--- config.mk ---
export PLATFORM = sky130hd
export DESIGN_NAME = pipelined_controller
export DESIGN_NICKNAME = d
export VERILOG_FILES = /design/src/rtl/pipelined_controller_pkg.sv /design/src/rtl/pipelined_controller_return_stack.sv /design/src/rtl/pipelined_controller.sv
export SDC_FILE = /design/constraint.sdc
export NUM_CORES = 1
export LEC_CHECK = 0
export CAP_MARGIN = 0
export CORE_MARGIN = 2
export CORE_UTILIZATION = 50
export DETAILED_ROUTE_END_ITERATION = 16
export PLACE_DENSITY = 0.74
export SYNTH_ARGS = -nofsm -noshare
export SYNTH_HDL_FRONTEND = slang
export SYNTH_HIERARCHICAL = 1
export SYNTH_SLANG_ARGS = --single-unit
--- constraint.sdc ---
create_clock -name clk -period 3.24 [get_ports clk]
set_input_delay 0.324 -clock clk [delete_from_list [all_inputs] [get_ports clk]]
set_output_delay 0.324 -clock clk [all_outputs]
set_load 0.01 [all_outputs]
--- src/rtl/pipelined_controller_pkg.sv ---
// Shared decode constants, select encodings and the ID->EX control bundle
// for the 19-bit pipelined controller.
// Pure declarations: no logic, no latency, no flow control.
package pipelined_controller_pkg;

  // Opcode field is the top 6 bits of the instruction word.
  localparam int OP_W = 6;

  // Opcode classes, matched against the leading bits of the opcode field.
  localparam logic [2:0] OP3_MEM    = 3'b100;
  localparam logic [2:0] OP3_BRANCH = 3'b101;
  localparam logic [2:0] OP3_SHIFT  = 3'b110;
  localparam logic [4:0] OP5_JMP    = 5'b11100;
  localparam logic [4:0] OP5_JSB    = 5'b11101;
  localparam logic [5:0] OP6_RET    = 6'b111100;

  // Next-PC select.
  typedef enum logic [1:0] {
    PC_INC    = 2'b00,
    PC_BRANCH = 2'b01,
    PC_JUMP   = 2'b10,
    PC_RET    = 2'b11
  } pc_mux_e;

  // Register-file write-data select.
  localparam logic [1:0] WR_ALU   = 2'b00;
  localparam logic [1:0] WR_SHIFT = 2'b01;
  localparam logic [1:0] WR_MEM   = 2'b10;

  // ALU operand select used for address generation on LDM/STM.
  localparam logic [1:0] AIN_MEM = 2'b01;

  // Control bundle registered into EX. write_c/write_z/flag_sh are internal:
  // they steer the flag register one cycle after decode.
  typedef struct packed {
    logic       mem_write;
    logic       reg_write;
    logic       reg_b_mux;
    logic       alu_use_carry;
    logic [2:0] alu_op;
    logic [1:0] alu_in_mux;
    logic [1:0] reg_write_mux;
    logic       write_c;
    logic       write_z;
    logic       flag_sh;   // 1: flags come from the shifter, 0: from the ALU
  } ex_ctrl_t;

endpackage

--- src/rtl/pipelined_controller_return_stack.sv ---
// Return-address LIFO for JSB/RET with sticky overflow/underflow flags.
// top is combinational from current contents; push/pop take effect at the clock edge.
// No backpressure: push when full is dropped (ovf), pop when empty is ignored (unf).
//
// Ports: clk, reset (async active-low), push/push_dat, pop,
//        top (0 when empty), full, empty, ovf, unf (sticky until reset).
module pipelined_controller_return_stack #(
  parameter int DEPTH = 8,
  parameter int W     = 12
) (
  input  logic         clk,
  input  logic         reset,
  input  logic         push,
  input  logic [W-1:0] push_dat,
  input  logic         pop,
  output logic [W-1:0] top,
  output logic         full,
  output logic         empty,
  output logic         ovf,
  output logic         unf
);

  localparam int AW = $clog2(DEPTH);
  localparam int CW = AW + 1;

  // cnt holds the number of live entries (0..DEPTH), hence one extra bit.
  logic [CW-1:0] cnt;
  logic [W-1:0]  mem [DEPTH];
  logic [AW-1:0] wr_idx;
  logic [AW-1:0] top_idx;

  assign wr_idx  = cnt[AW-1:0];
  // When full, wr_idx wraps to 0 and top_idx lands on DEPTH-1 as required.
  assign top_idx = wr_idx - AW'(1);
  assign full    = (cnt == CW'(DEPTH));
  assign empty   = (cnt == '0);
  assign top     = empty ? '0 : mem[top_idx];

  // Storage needs no reset: entries are only visible below cnt.
  always_ff @(posedge clk) begin
    if (push && !full) begin
      mem[wr_idx] <= push_dat;
    end
  end

  always_ff @(posedge clk or negedge reset) begin
    if (!reset) begin
      cnt <= '0;
      ovf <= 1'b0;
      unf <= 1'b0;
    end else begin
      if (push) begin
        if (full) begin
          ovf <= 1'b1;
        end else begin
          cnt <= cnt + CW'(1);
        end
      end else if (pop) begin
        if (empty) begin
          unf <= 1'b1;
        end else begin
          cnt <= cnt - CW'(1);
        end
      end
    end
  end

endmodule

--- src/rtl/pipelined_controller.sv ---
// ID-stage control unit: decodes, resolves redirects, owns C/Z flags and the return stack.
// Control bundle reaches EX one cycle after decode; pc_mux/target/stall/flush are combinational.
// Stalls ID for one cycle when a branch follows a flag-writing instruction; no other backpressure.
//
// Ports: clk, reset (async active-low); id_valid/id_instr/id_pc from IF/ID;
//        alu_c/alu_z, sh_c/sh_z EX results; pc_mux/target/id_stall/if_flush to fetch;
//        ex_* registered control bundle; flag_c/flag_z; stk_ovf/stk_unf sticky.
module pipelined_controller
  import pipelined_controller_pkg::*;
#(
  parameter int INSTR_W     = 19,
  parameter int PC_W        = 12,
  parameter int STACK_DEPTH = 8
) (
  input  logic               clk,
  input  logic               reset,
  input  logic               id_valid,
  input  logic [INSTR_W-1:0] id_instr,
  input  logic [PC_W-1:0]    id_pc,
  input  logic               alu_c,
  input  logic               alu_z,
  input  logic               sh_c,
  input  logic               sh_z,
  output logic [1:0]         pc_mux,
  output logic [PC_W-1:0]    target,
  output logic               id_stall,
  output logic               if_flush,
  output logic               ex_mem_write,
  output logic               ex_reg_write,
  output logic               ex_reg_B_mux,
  output logic               ex_alu_use_carry,
  output logic [2:0]         ex_alu_op,
  output logic [1:0]         ex_alu_in_mux,
  output logic [1:0]         ex_reg_write_mux,
  output logic               flag_c,
  output logic               flag_z,
  output logic               stk_ovf,
  output logic               stk_unf
);

  logic [OP_W-1:0] op6;
  logic            is_arith;
  logic            is_mem;
  logic            is_shift;
  logic            is_branch;
  logic            is_jmp;
  logic            is_jsb;
  logic            is_ret;
  logic            issue;
  logic            br_cond;
  logic            br_taken;
  pc_mux_e         pc_sel;
  ex_ctrl_t        ex_d;
  ex_ctrl_t        ex_q;
  logic            stk_push;
  logic            stk_pop;
  logic [PC_W-1:0] stk_top;
  logic            stk_full;
  logic            stk_empty;
  logic            unused_instr;

  // Only the opcode field and the jump-target field are meaningful here.
  assign unused_instr = ^id_instr;

  assign op6       = id_instr[INSTR_W-1 -: OP_W];
  assign is_arith  = ~op6[5];
  assign is_mem    = (op6[5:3] == OP3_MEM);
  assign is_shift  = (op6[5:3] == OP3_SHIFT);
  assign is_branch = (op6[5:3] == OP3_BRANCH);
  assign is_jmp    = (op6[5:1] == OP5_JMP);
  assign is_jsb    = (op6[5:1] == OP5_JSB);
  assign is_ret    = (op6 == OP6_RET);

  // The flags a branch reads are written at the end of the cycle in which the
  // producer sits in EX, so hold the branch exactly one cycle. The bubble
  // inserted behind it clears the condition on the next cycle.
  assign id_stall = id_valid & is_branch & (ex_q.write_c | ex_q.write_z);
  assign issue    = id_valid & ~id_stall;

  // op6[2] selects C vs Z, op6[1] inverts the sense.
  assign br_cond  = op6[2] ? flag_c : flag_z;
  assign br_taken = op6[1] ? ~br_cond : br_cond;

  always_comb begin
    pc_sel = PC_INC;
    if (issue) begin
      if (is_branch && br_taken) begin
        pc_sel = PC_BRANCH;
      end else if (is_jmp || is_jsb) begin
        pc_sel = PC_JUMP;
      end else if (is_ret) begin
        pc_sel = PC_RET;
      end
    end
  end

  assign pc_mux   = pc_sel;
  assign if_flush = (pc_sel != PC_INC);
  assign target   = (pc_sel == PC_RET) ? stk_top : id_instr[PC_W-1:0];
  assign stk_push = issue & is_jsb;
  assign stk_pop  = issue & is_ret;

  // Decoder. Bubbles, stalls and control-flow instructions all produce an
  // all-zero bundle.
  always_comb begin
    ex_d = '0;
    if (issue) begin
      if (is_arith) begin
        ex_d.reg_write     = 1'b1;
        ex_d.alu_in_mux    = {1'b0, op6[4]};
        ex_d.alu_op        = op6[3:1];
        ex_d.alu_use_carry = op6[1];
        ex_d.write_c       = 1'b1;
        ex_d.write_z       = 1'b1;
      end else if (is_mem) begin
        ex_d.reg_b_mux  = 1'b1;
        ex_d.alu_in_mux = AIN_MEM;
        if (op6[1]) begin
          ex_d.mem_write = 1'b1;
        end else begin
          ex_d.reg_write     = 1'b1;
          ex_d.reg_write_mux = WR_MEM;
        end
      end else if (is_shift) begin
        ex_d.reg_write     = 1'b1;
        ex_d.reg_write_mux = WR_SHIFT;
        ex_d.write_c       = 1'b1;
        ex_d.write_z       = 1'b1;
        ex_d.flag_sh       = 1'b1;
      end
    end
  end

  always_ff @(posedge clk or negedge reset) begin
    if (!reset) begin
      ex_q <= '0;
    end else begin
      ex_q <= ex_d;
    end
  end

  // Flags capture the EX-stage result of the instruction currently in EX.
  always_ff @(posedge clk or negedge reset) begin
    if (!reset) begin
      flag_c <= 1'b0;
      flag_z <= 1'b0;
    end else begin
      if (ex_q.write_c) begin
        flag_c <= ex_q.flag_sh ? sh_c : alu_c;
      end
      if (ex_q.write_z) begin
        flag_z <= ex_q.flag_sh ? sh_z : alu_z;
      end
    end
  end

  assign ex_mem_write     = ex_q.mem_write;
  assign ex_reg_write     = ex_q.reg_write;
  assign ex_reg_B_mux     = ex_q.reg_b_mux;
  assign ex_alu_use_carry = ex_q.alu_use_carry;
  assign ex_alu_op        = ex_q.alu_op;
  assign ex_alu_in_mux    = ex_q.alu_in_mux;
  assign ex_reg_write_mux = ex_q.reg_write_mux;

  pipelined_controller_return_stack #(
    .DEPTH (STACK_DEPTH),
    .W     (PC_W)
  ) u_ret_stack (
    .clk      (clk),
    .reset    (reset),
    .push     (stk_push),
    .push_dat (id_pc + PC_W'(1)),
    .pop      (stk_pop),
    .top      (stk_top),
    .full     (stk_full),
    .empty    (stk_empty),
    .ovf      (stk_ovf),
    .unf      (stk_unf)
  );

  // full/empty are consumed inside the stack; exported for visibility only.
  logic unused_stk;
  assign unused_stk = stk_full ^ stk_empty;

endmodule
==> summary.txt, run 1 <==
Status
  • Status: complete, no violations

Routing
  • First-pass detailed-route iteration total: 4
  • Via Count: 3005
  • Initial drt markers: 177
  • Final ANT Viol Nets: 0
  • Avg WL per Cell: 18.5 microns
  • Routed WL: 10200 microns
  • Drt via density: 5.44
  • # DRC: 0

Placed design
  • Port bufs: 66
  • Post-DP Area: 5950 sq um
  • Detailed Place HPWL: 6580 microns
  • RePlAce Congestion: 0.828

Critical path
  • Setup slack, reg-to-reg: 1370 ps
  • Worst setup EP type: output port
  • CP max FO: 21
  • Critical path, cell by cell: inv_1 > ha_4 > buf_12 > mux4_2 > inv_1 > o22ai_1 > mux2_2 > clkdlybuf4s50_1
  • CP most frequent cell: inv_1
  • CP required: 2920 ps
  • Worst Setup Path Type: reg2out
  • Crit-path slowest cell: clkdlybuf4s50_1
  • Buf/Inv on CP: 4
  • CP max stage delay: 480 ps
  • Crit start category: flip-flop
  • RR Startpoint: u_ret_stack/cnt[0]$_DFFE_PN0P_
  • Crit-path leading delay family: buffers and inverters
  • Worst Path Arrival: 2770 ps
  • Worst r2r path cells: 5
  • R2r endpoint: u_ret_stack/mem[0][10]$_DFFE_PP_

Power and ir drop
  • Leakage power: 2.43 nW
  • P_int: 0.00344 W
  • PwrDens: 752 nW/um^2
  • Switch share: 30.1%
  • Register share of total power: 34.2%
  • Switching pwr: 0.00148 W
  • Max VDD drop: 0.446 mV
  • Logic pwr share: 30.5%
  • Clock power frac: 35.3%

STA
  • Finish-stage setup viols: 0
  • Final setup TNS: 0 ps
  • Final period utilization: 95.4%
  • Post-layout min period: 3090 ps
  • Final slew viol count: 0
  • FMAX: 324 MHz
  • Unrepaired setup endpoints after global routing: no
  • Worst slew pin tran: 797 ps
  • Relative slew margins: 46.7%
  • Hold Vio Cnt, Final: 0
  • Clk_skew: 9.73 ps

Layout
  • Final instance area: 6540 sq um
  • FILL cells: 670
  • Layout cells sized above 1: 23.2%
  • Area delta synth->final: 27.9%
  • Inserted Diodes: 0
  • Final net count: 450

Floorplanning
  • Die Area: 11100 sq um
  • I/O Pins: 69
  • Die Span Y: 105 microns
  • Die W: 105 microns
  • Core Area: 9860 sq um
  • Starting Density: 51.9%
  • Row count: 36

Synth
  • Primary FF master, synth: edfxtp_1
  • Number of synthesized flops with an enable pin: 96
  • Synthesized area: 5120 sq um
  • Ys async rst share: 15.8%
  • Top cell type by total area after synthesis: edfxtp_1
  • Mean Syn Cell Area: 15.9 sq um
  • Yosys cell types: 41
  • Most area-consuming cells after synthesis: edfxtp_1 56%, mux4_2 11%, dfrtp_1 8.8%
  • Synth Warn #: 6
  • Syn Nets: 365
  • Yosys top cell area share: 56.3%
  • Post-Synthesis Cells: 321
  • Sequential area share after synthesis: 65.2%
  • FF+latch count, synth: 114

Global route
  • First-pass GRT wire length: 16500 microns
  • Largest net degree at the start of global routing: 31
  • Vias in the first global route: 3108
  • Grt total ovfl: 0
  • Total Routing Usage GR: 20.1%
  • Antenna violations before repair: 0

Clock tree
  • Clock Sinks: 114
  • Clock buffer depth: 2
  • Num CTS Buffers: 17
  • Clock latency at the later pin of the worst-skew pair: 500 ps
  • Cts hold-fix bufs: 0
  • Root Driver: clkbuf_8
  • H-tree levels: 4
  • CTS tree: built
  • Clk pin slew, worst setup/hold paths: 60 ps

Min path
  • Type of the worst min-delay path: in2async

Job
  • Max Cap Violations: 0
==> power by group through the flow <==
stage / registers, W / clock network, W / logic, W
final: 0.00168 / 0.00173 / 0.00150
after floorplan: 0.00172 / 0 / 0.00106
after detailed placement: 0.00172 / 0 / 0.00146
after CTS: 0.00168 / 0.00176 / 0.00150
after global routing: 0.00169 / 0.00182 / 0.00164
after global placement: 0.00172 / 0 / 0.00144
==> cell usage after synthesis, types with 4 or more instances <==
master,number
mux2_2,7
mux4_2,25
and2_1,4
nor3_1,7
ha_1,5
xor2_1,6
nand2_1,12
nor2_1,17
inv_1,30
o22ai_1,13
edfxtp_1,96
nand2b_1,5
mux2i_1,4
dfrtp_1,18
a21oi_1,7
nand3_1,5
buf_2,6
xnor2_1,7
buf_4,9
mux2_4,8
==> flip-flops by register name, summed over array words and instances, names as in the netlist, 2 cells and up <==
register and count:
u_ret_stack/cnt 4, ex_alu_op 3, ex_reg_write_mux 2, u_ret_stack/mem 96
==> repair_timing <==
item,in CTS,in global routing
resized for setup,3,1
setup buffers,1,0
endpoints found under the setup margin,11,7
==> how the worst max path moves through the flow <==
stage                     slack (ps)  cells past startpoint                               to                      startpoint
final                            150                      8                        target[1]  u_ret_stack/cnt[0]$_DFFE_PN0P_
after global routing              20                      6                        target[1]  u_ret_stack/cnt[0]$_DFFE_PN0P_
after CTS                         40                      8                        target[9]  u_ret_stack/cnt[0]$_DFFE_PN0P_
after detailed placement         330                      8  u_ret_stack/mem[0][5]$_DFFE_PP_                    id_instr[18]
after global placement           350                      5                        target[3]                    id_instr[18]
after floorplan                  400                      8  u_ret_stack/mem[0][0]$_DFFE_PP_                    id_instr[17]
==> routing by layer <==
layer  track usage [%]  routed length, microns
met4              8.86                     157
met3              5.05                     588
met5                 0                       0
met2              32.5                    5180
met1              25.8                    4310
==> layout make-up <==
| class | count | area (sq um) | area share, % |
|---|---|---|---|
| flip-flops and latches | 114 | 3330 | 51.0 |
| multi-input cells | 157 | 1540 | 23.6 |
| repair buffers | 85 | 820 | 12.5 |
| clock buffers | 17 | 414 | 6.33 |
| well taps | 133 | 166 | 2.54 |
| clock inverters | 15 | 148 | 2.26 |
| inverters | 31 | 116 | 1.78 |
==> cells in the final DEF (no fill, tap or decap), types with 4 or more instances in the layout <==
cell type	count
clkdlybuf4s50_1	66
nand3_1	5
inv_6	6
clkbuf_16	16
edfxtp_1	96
o22ai_1	13
mux2_4	8
nand2_1	12
inv_1	30
nand2b_1	5
and2_1	4
mux4_2	25
xor2_1	6
nor2_1	17
dfrtp_1	17
mux2i_1	4
a21oi_1	7
buf_4	17
clkinv_4	6
xnor2_1	7
mux2_2	7
nor3_1	7
ha_1	4
==> worst reg2reg max path, cell delays in order, from the launching register on <==
cell and delay (ps):
dfrtp_1 370, inv_1 130, ha_1 260, a211o_1 360, nor3_1 230, buf_4 230
==> cells by family after synthesis <==
| kind of cell | count (synthesis) | share of synthesized area [%] |
|---|---|---|
| muxes | 44 | 15.7 |
| DFF | 114 | 65.2 |
| adders and majority gates | 6 | 1.61 |
| other | 1 | 0.0733 |
| AOI/OAI and AO/OA | 28 | 3.45 |
| xor gates and xnor gates | 13 | 2.23 |
| and+or+nand+nor | 65 | 6.87 |
| buffers and inverters | 50 | 4.94 |
==> through the flow <==
step                instances  setup slack, ps  total power (W)  hold slack (ps)  utilization, %
CTS                       552             42.2          0.00494              286            66.2
global route              552             22.4          0.00515              322            66.3
floorplan                 321              396          0.00278             28.4               -
finish                    552              151          0.00492              279            66.3
detailed placement        519              333          0.00318              453            60.4
global placement          519              353          0.00315              440            60.4
Power figures use the tool's default switching activity.
==> inputs of run 2 (changes only) <==
CELL_PAD_IN_SITES_DETAIL_PLACEMENT = 0   (was not set)
CELL_PAD_IN_SITES_GLOBAL_PLACEMENT = 1   (was not set)
CORE_UTILIZATION = 46   (was 50)
PLACE_DENSITY = not set   (was 0.74)
PLACE_DENSITY_LB_ADDON = 0.1   (was not set)
==> run 2 against run 1 <==
Non-clock buffer count down 2; sequential share of layout area down 0.41 points; clock skew down 2.2 ps; hold slack better by 19 ps; sequential power about the same; first-iteration DRC count down 10%; critical path depth unchanged; worst setup slack better by 37 ps; maximum frequency up 1.2%; count of clock-buffer cells in the layout unchanged; via count down 1.3%; critical endpoint is now target[11]; largest power group unchanged; highest routed layer unchanged.
==> summary.txt, run 2 (synthesis gave the netlist of run 1 again) <==
Clock tree
  • Root Driver: clkbuf_8 (unchanged)
  • Clock buffer depth: 2 (unchanged)
  • H-tree levels: 4 (unchanged)
  • Clock latency at the later pin of the worst-skew pair: 520 ps (was 500 ps)
  • CTS tree: built (unchanged)
  • Num CTS Buffers: 17 (unchanged)
  • Clock Sinks: 114 (unchanged)
  • Clk pin slew, worst setup/hold paths: 60 ps (about the same)

Floorplanning
  • Starting Density: 47.2% (was 51.9%)
  • Die W: 109 microns (was 105 microns)
  • Core Area: 10800 sq um (was 9860 sq um)
  • Row count: 38 (was 36)
  • I/O Pins: 69 (unchanged)
  • Die Span Y: 109 microns (was 105 microns)
  • Die Area: 12000 sq um (was 11100 sq um)

Placed design
  • RePlAce Congestion: 0.759 (was 0.828)
  • Detailed Place HPWL: 6380 microns (was 6580 microns)
  • Port bufs: 66 (unchanged)
  • Worst slack, placed: 370 ps (was 333 ps)
  • Post-DP Area: 5970 sq um (was 5950 sq um)

STA
  • Setup ws final: 188 ps (was 151 ps)
  • Hold slack final: 298 ps (was 279 ps)
  • Final slew viol count: 0 (unchanged)
  • Post-layout min period: 3050 ps (was 3090 ps)
  • Relative slew margins: 42.9% (was 46.7%)
  • Unrepaired setup endpoints after global routing: no (unchanged)
  • Worst slew pin tran: 854 ps (was 797 ps)
  • Finish-stage setup viols: 0 (unchanged)
  • Final period utilization: 94.2% (was 95.4%)
  • FMAX: 328 MHz (was 324 MHz)
  • Hold Vio Cnt, Final: 0 (unchanged)
  • Clk_skew: 7.49 ps (was 9.73 ps)
  • Final setup TNS: 0 ps (unchanged)

Status
  • Status: complete, no violations (unchanged)

Routing
  • Final ANT Viol Nets: 0 (unchanged)
  • Initial drt markers: 159 (was 177)
  • Via Count: 2966 (was 3005)
  • Drt via density: 5.32 (was 5.44)
  • First-pass detailed-route iteration total: 4 (unchanged)
  • Routed WL: 10300 microns (was 10200 microns)
  • Avg WL per Cell: 18.4 microns (was 18.5 microns)
  • # DRC: 0 (unchanged)

Power and ir drop
  • PwrDens: 775 nW/um^2 (was 752 nW/um^2)
  • Leakage power: 2.44 nW (was 2.43 nW)
  • Max VDD drop: 0.307 mV (was 0.446 mV)

Critical path
  • CP required: 2920 ps (about the same)
  • CP max FO: 12 (was 21)
  • RR Startpoint: u_ret_stack/cnt[0]$_DFFE_PN0P_ (unchanged)
  • Worst Setup Path Type: reg2out (unchanged)
  • Crit start category: flip-flop (unchanged)
  • CP startpoint: u_ret_stack/cnt[0]$_DFFE_PN0P_ (unchanged)
  • Worst Path Arrival: 2730 ps (was 2770 ps)
  • Worst setup EP type: output port (unchanged)
  • Setup slack, reg-to-reg: 1400 ps (was 1370 ps)

Global route
  • Grt total ovfl: 0 (unchanged)
  • Vias in the first global route: 3000 (was 3108)
  • Total Routing Usage GR: 18.5% (was 20.1%)
  • First-pass GRT wire length: 16000 microns (was 16500 microns)
  • Largest net degree at the start of global routing: 29 (was 31)
  • Antenna violations before repair: 0 (unchanged)

Layout
  • Layout cells sized above 1: 23.5% (was 23.2%)
  • Final instance area: 6590 sq um (was 6540 sq um)
  • Area delta synth->final: 28.9% (was 27.9%)
  • Final net count: 448 (was 450)
  • Most frequent cells in the layout: 96 x edfxtp_1, 66 x clkdlybuf4s50_1, 29 x inv_1 (was 96 x edfxtp_1, 66 x clkdlybuf4s50_1, 30 x inv_1)
  • Inserted Diodes: 0 (unchanged)
  • Max FFs per register: 96 (unchanged)
  • Register name with the most flops: u_ret_stack/mem (unchanged)
  • Most common cell after layout, fill and taps aside: edfxtp_1 (unchanged)

Min path
  • Type of the worst min-delay path: in2async (unchanged)

Job
  • Max Cap Violations: 0 (unchanged)
[run 2: final cells by class]
cell class,instances,area [sq um]
Fill cell,872,4250
Sequential cell,114,3330
Multi-Input combinational cell,157,1550
Timing Repair Buffer,83,831
Clock buffer,17,414
Tap cell,140,175
Clock inverter,15,170
Inverter,31,116
[run 2: worst max-delay path: stages (launching register included)]
cell             delay [ps]
dfrtp_2                 440
inv_2                    90
ha_4                    310
clkbuf_16               180
mux4_2                  300
inv_1                    70
o22ai_1                  80
mux2_2                  270
clkdlybuf4s50_1         480
[run 2: routing by layer]
| metal | GRT usage (%) | up-vias | share of wire [%] | wire (microns) |
|---|---|---|---|---|
| met5 | 0 | - | 0 | 0 |
| met4 | 6.78 | 0 | 1.2 | 128 |
| met3 | 4.74 | 11 | 5.2 | 536 |
| met1 | 24.9 | 1486 | 45 | 4600 |
| met2 | 29.3 | 91 | 49 | 5000 |
| li1 | - | 1378 | - | - |
[run 2: stage by stage]
| step | std cells | util [%] | power (W) |
|---|---|---|---|
| finish | 557 | 60.8 | 0.00511 |
| global route | 557 | 60.8 | 0.00537 |
| CTS | 556 | 60.5 | 0.00506 |
| detailed placement | 524 | 55.1 | 0.00323 |
| global placement | 524 | 55.1 | 0.00323 |
| floorplan | 321 | - | 0.00278 |
[run 2: what timing repair did]
action,CTS,global route
setup endpoints to repair,0,12
buffers inserted,0,0
resized for setup,0,3
hold buffers,0,0
[run 2: worst paths after layout]
kind / to / depth (start not counted)
min in group clk: flag_c$_DFFE_PN0P_ / 3
setup / recovery: target[11] / 8
max in group asynchronous: u_ret_stack/cnt[0]$_DFFE_PN0P_ / 1
hold / removal: u_ret_stack/cnt[2]$_DFFE_PN0P_ / 1
setup reg to reg: u_ret_stack/mem[0][1]$_DFFE_PP_ / 5
hold reg to reg: u_ret_stack/ovf$_DFFE_PN0P_ / 1
[run 2: report_power, final]
part           switching [W]  internal (W)
combinational       0.000765      0.000829
clock               0.000713       0.00112
sequential         0.0000459       0.00164
total                0.00152       0.00358
==> inputs of run 3 (changes only) <==
CORE_MARGIN = not set   (was 2)
==> run 3 against run 2 <==
Worst setup slack worse by 34 ps; die area down 3.6%; non-clock buffer count increased by 2; register-to-register slack got worse by 60 ps; count of clock-buffer cells in the layout is the same; clock power down 8%; maximum frequency fell by 1.1%; highest routed layer unchanged; largest power group is now sequential cells; sequential share of layout area rose by 0.14 points.
==> summary.txt, run 3 (synthesis gave the netlist of run 1 again) <==
Clock tree
  • Num CTS Buffers: 17 (unchanged)
  • CTS tree: built (unchanged)
  • Clock latency at the later pin of the worst-skew pair: 500 ps (was 520 ps)
  • Clock buffer depth: 2 (unchanged)
  • Clk pin slew, worst setup/hold paths: 60 ps (about the same)
  • Clock Sinks: 114 (unchanged)
  • H-tree levels: 4 (unchanged)
  • Root Driver: clkbuf_8 (unchanged)

Power and ir drop
  • Logic pwr share: 32.2% (was 31.2%)
  • PwrDens: 758 nW/um^2 (was 775 nW/um^2)
  • P_int: 0.00351 W (was 0.00358 W)
  • Switching pwr: 0.00148 W (was 0.00152 W)
  • Max VDD drop: 0.432 mV (was 0.307 mV)
  • Register share of total power: 34.1% (was 33.0%)
  • Clock power frac: 33.7% (was 35.8%)
  • Leakage power: 2.43 nW (was 2.44 nW)
  • Switch share: 29.7% (was 29.8%)

Min path
  • Type of the worst min-delay path: in2async (unchanged)

Routing
  • # DRC: 0 (unchanged)
  • Initial drt markers: 150 (was 159)
  • Final ANT Viol Nets: 0 (unchanged)
  • Via Count: 2955 (was 2966)
  • First-pass detailed-route iteration total: 4 (unchanged)
  • Drt via density: 5.29 (was 5.32)
  • Routed WL: 10200 microns (was 10300 microns)
  • Avg WL per Cell: 18.3 microns (was 18.4 microns)

Floorplanning
  • Die W: 107 microns (was 109 microns)
  • Row count: 38 (unchanged)
  • Die Area: 11500 sq um (was 12000 sq um)
  • Die Span Y: 107 microns (was 109 microns)
  • Starting Density: 47.2% (unchanged)
  • I/O Pins: 69 (unchanged)
  • Core Area: 10800 sq um (unchanged)

Layout
  • Final net count: 450 (was 448)
  • Register name with the most flops: u_ret_stack/mem (unchanged)
  • Most frequent cells in the layout: 96 x edfxtp_1, 66 x clkdlybuf4s50_1, 30 x inv_1 (was 96 x edfxtp_1, 66 x clkdlybuf4s50_1, 29 x inv_1)
  • Area delta synth->final: 28.6% (was 28.9%)
  • Post-route insts no fill: 559 (was 557)
  • Most common cell after layout, fill and taps aside: edfxtp_1 (unchanged)
  • Max FFs per register: 96 (unchanged)
  • Inserted Diodes: 0 (unchanged)
  • Layout cells sized above 1: 23.4% (was 23.5%)

Critical path
  • Crit-path slowest cell: clkdlybuf4s50_1 (unchanged)
  • Setup slack, reg-to-reg: 1340 ps (was 1400 ps)
  • Critical path, cell by cell: inv_1 > ha_4 > buf_12 > mux4_2 > inv_1 > o22ai_1 > mux2_4 > clkdlybuf4s50_1 (was inv_2 > ha_4 > clkbuf_16 > mux4_2 > inv_1 > o22ai_1 > mux2_2 > clkdlybuf4s50_1)
  • Worst r2r path cells: 5 (unchanged)
  • Worst setup EP type: output port (unchanged)
  • Worst Setup Path Type: reg2out (unchanged)
  • Buf/Inv on CP: 4 (unchanged)
  • RR Startpoint: u_ret_stack/cnt[0]$_DFFE_PN0P_ (unchanged)
  • CP required: 2920 ps (about the same)
  • CP max FO: 12 (unchanged)
  • Crit start category: flip-flop (unchanged)
  • CP max stage delay: 480 ps (about the same)
  • Worst Path Arrival: 2760 ps (was 2730 ps)
  • R2r endpoint: u_ret_stack/mem[1][2]$_DFFE_PP_ (was u_ret_stack/mem[0][1]$_DFFE_PP_)
  • Crit-path leading delay family: buffers and inverters (unchanged)
  • CP most frequent cell: inv_1

STA
  • Clk_skew: 9.78 ps (was 7.49 ps)
  • Final period utilization: 95.3% (was 94.2%)
  • Relative slew margins: 45.2% (was 42.9%)
  • Finish-stage setup viols: 0 (unchanged)
  • Post-layout min period: 3090 ps (was 3050 ps)
  • FMAX: 324 MHz (was 328 MHz)
  • Hold Vio Cnt, Final: 0 (unchanged)
  • Final slew viol count: 0 (unchanged)
  • Worst slew pin tran: 819 ps (was 854 ps)
  • Final setup TNS: 0 ps (unchanged)

Status
  • Status: complete, no violations (unchanged)

Placed design
  • Port bufs: 66 (unchanged)
  • Placed insts: 523 (was 524)
  • Detailed Place HPWL: 6290 microns (was 6380 microns)
  • RePlAce Congestion: 0.770 (was 0.759)

Global route
  • First-pass GRT wire length: 15800 microns (was 16000 microns)
  • Grt total ovfl: 0 (unchanged)
  • Total Routing Usage GR: 19.3% (was 18.5%)
  • Largest net degree at the start of global routing: 29 (unchanged)
  • Vias in the first global route: 2895 (was 3000)
  • Antenna violations before repair: 0 (unchanged)

Job
  • Max Cap Violations: 0 (unchanged)
==> run 3: cell count changes in the layout (fill, tap and decap cells not counted), moves of 2 or more <==
cell | before | now
clkinv_4 | 2 | 4
clkinv_1 | 1 | 3
clkinvlp_4 | 2 | 4
inv_6 | 7 | 3
==> run 3: metrics by stage <==
stage	cell area, sq um	power, W	utilization (%)	hold WS [ps]	worst slack, ps
6_report	6580	0.00498	60.7	295	154
5_1_grt	6580	0.00524	60.7	351	-6.57
4_1_cts	6510	0.00490	60.1	315	35.1
3_5_place_dp	5960	0.00321	55.0	448	341
3_3_place_gp	5960	0.00321	55.0	439	373
2_1_floorplan	5120	0.00278	-	28.4	396
==> run 3: cell type report <==
| type | instances | area (sq um) |
|---|---|---|
| clock buffers | 17 | 414 |
| clock inverters | 15 | 134 |
| fillers | 853 | 4260 |
| inverters | 31 | 116 |
| multi-input cells | 157 | 1550 |
| flip-flops and latches | 114 | 3340 |
| well taps | 140 | 175 |
| repair buffers | 85 | 850 |
==> run 3: worst reg2reg max path, stage by stage (launching register included) <==
cell and delay [ps]:
dfrtp_2 420, inv_1 140, ha_1 260, a211o_1 370, nor2_1 130, buf_4 270
==> run 3: layer usage <==
| layer | vias up | track usage [%] | routed length (microns) |
|---|---|---|---|
| li1 | 1379 | - | - |
| met5 | - | 0 | 0 |
| met1 | 1469 | 25.3 | 4570 |
| met4 | 0 | 6.46 | 89 |
| met3 | 6 | 4.72 | 601 |
| met2 | 101 | 31.8 | 4950 |
==> run 3: timing repair <==
action,4_1_cts,5_1_grt
resized for setup,1,3
setup buffers,0,3
hold buffers,0,0
gates cloned,0,1
endpoints found under the setup margin,12,9
pin swaps,0,0
==> run 3: power by group through the flow <==
stage | sequential [W] | combinational [W] | clock, W
after floorplan | 0.00172 | 0.00106 | 0
after global placement | 0.00173 | 0.00148 | 0
after detailed placement | 0.00173 | 0.00148 | 0
after CTS | 0.00170 | 0.00149 | 0.00171
after global routing | 0.00171 | 0.00176 | 0.00178
final | 0.00170 | 0.00161 | 0.00168
==> run 3: how the worst max path moves through the flow <==
stage | slack [ps] | cells past startpoint | end | start
floorplan | 400 | 8 | u_ret_stack/mem[0][0]$_DFFE_PP_ | id_instr[17]
global placement | 370 | 9 | u_ret_stack/cnt[3]$_DFFE_PN0P_ | id_instr[16]
detailed placement | 340 | 9 | u_ret_stack/cnt[3]$_DFFE_PN0P_ | id_instr[16]
CTS | 40 | 8 | target[7] | u_ret_stack/cnt[1]$_DFFE_PN0P_
global route | -7 | 8 | target[11] | u_ret_stack/cnt[0]$_DFFE_PN0P_
finish | 150 | 8 | target[7] | u_ret_stack/cnt[0]$_DFFE_PN0P_
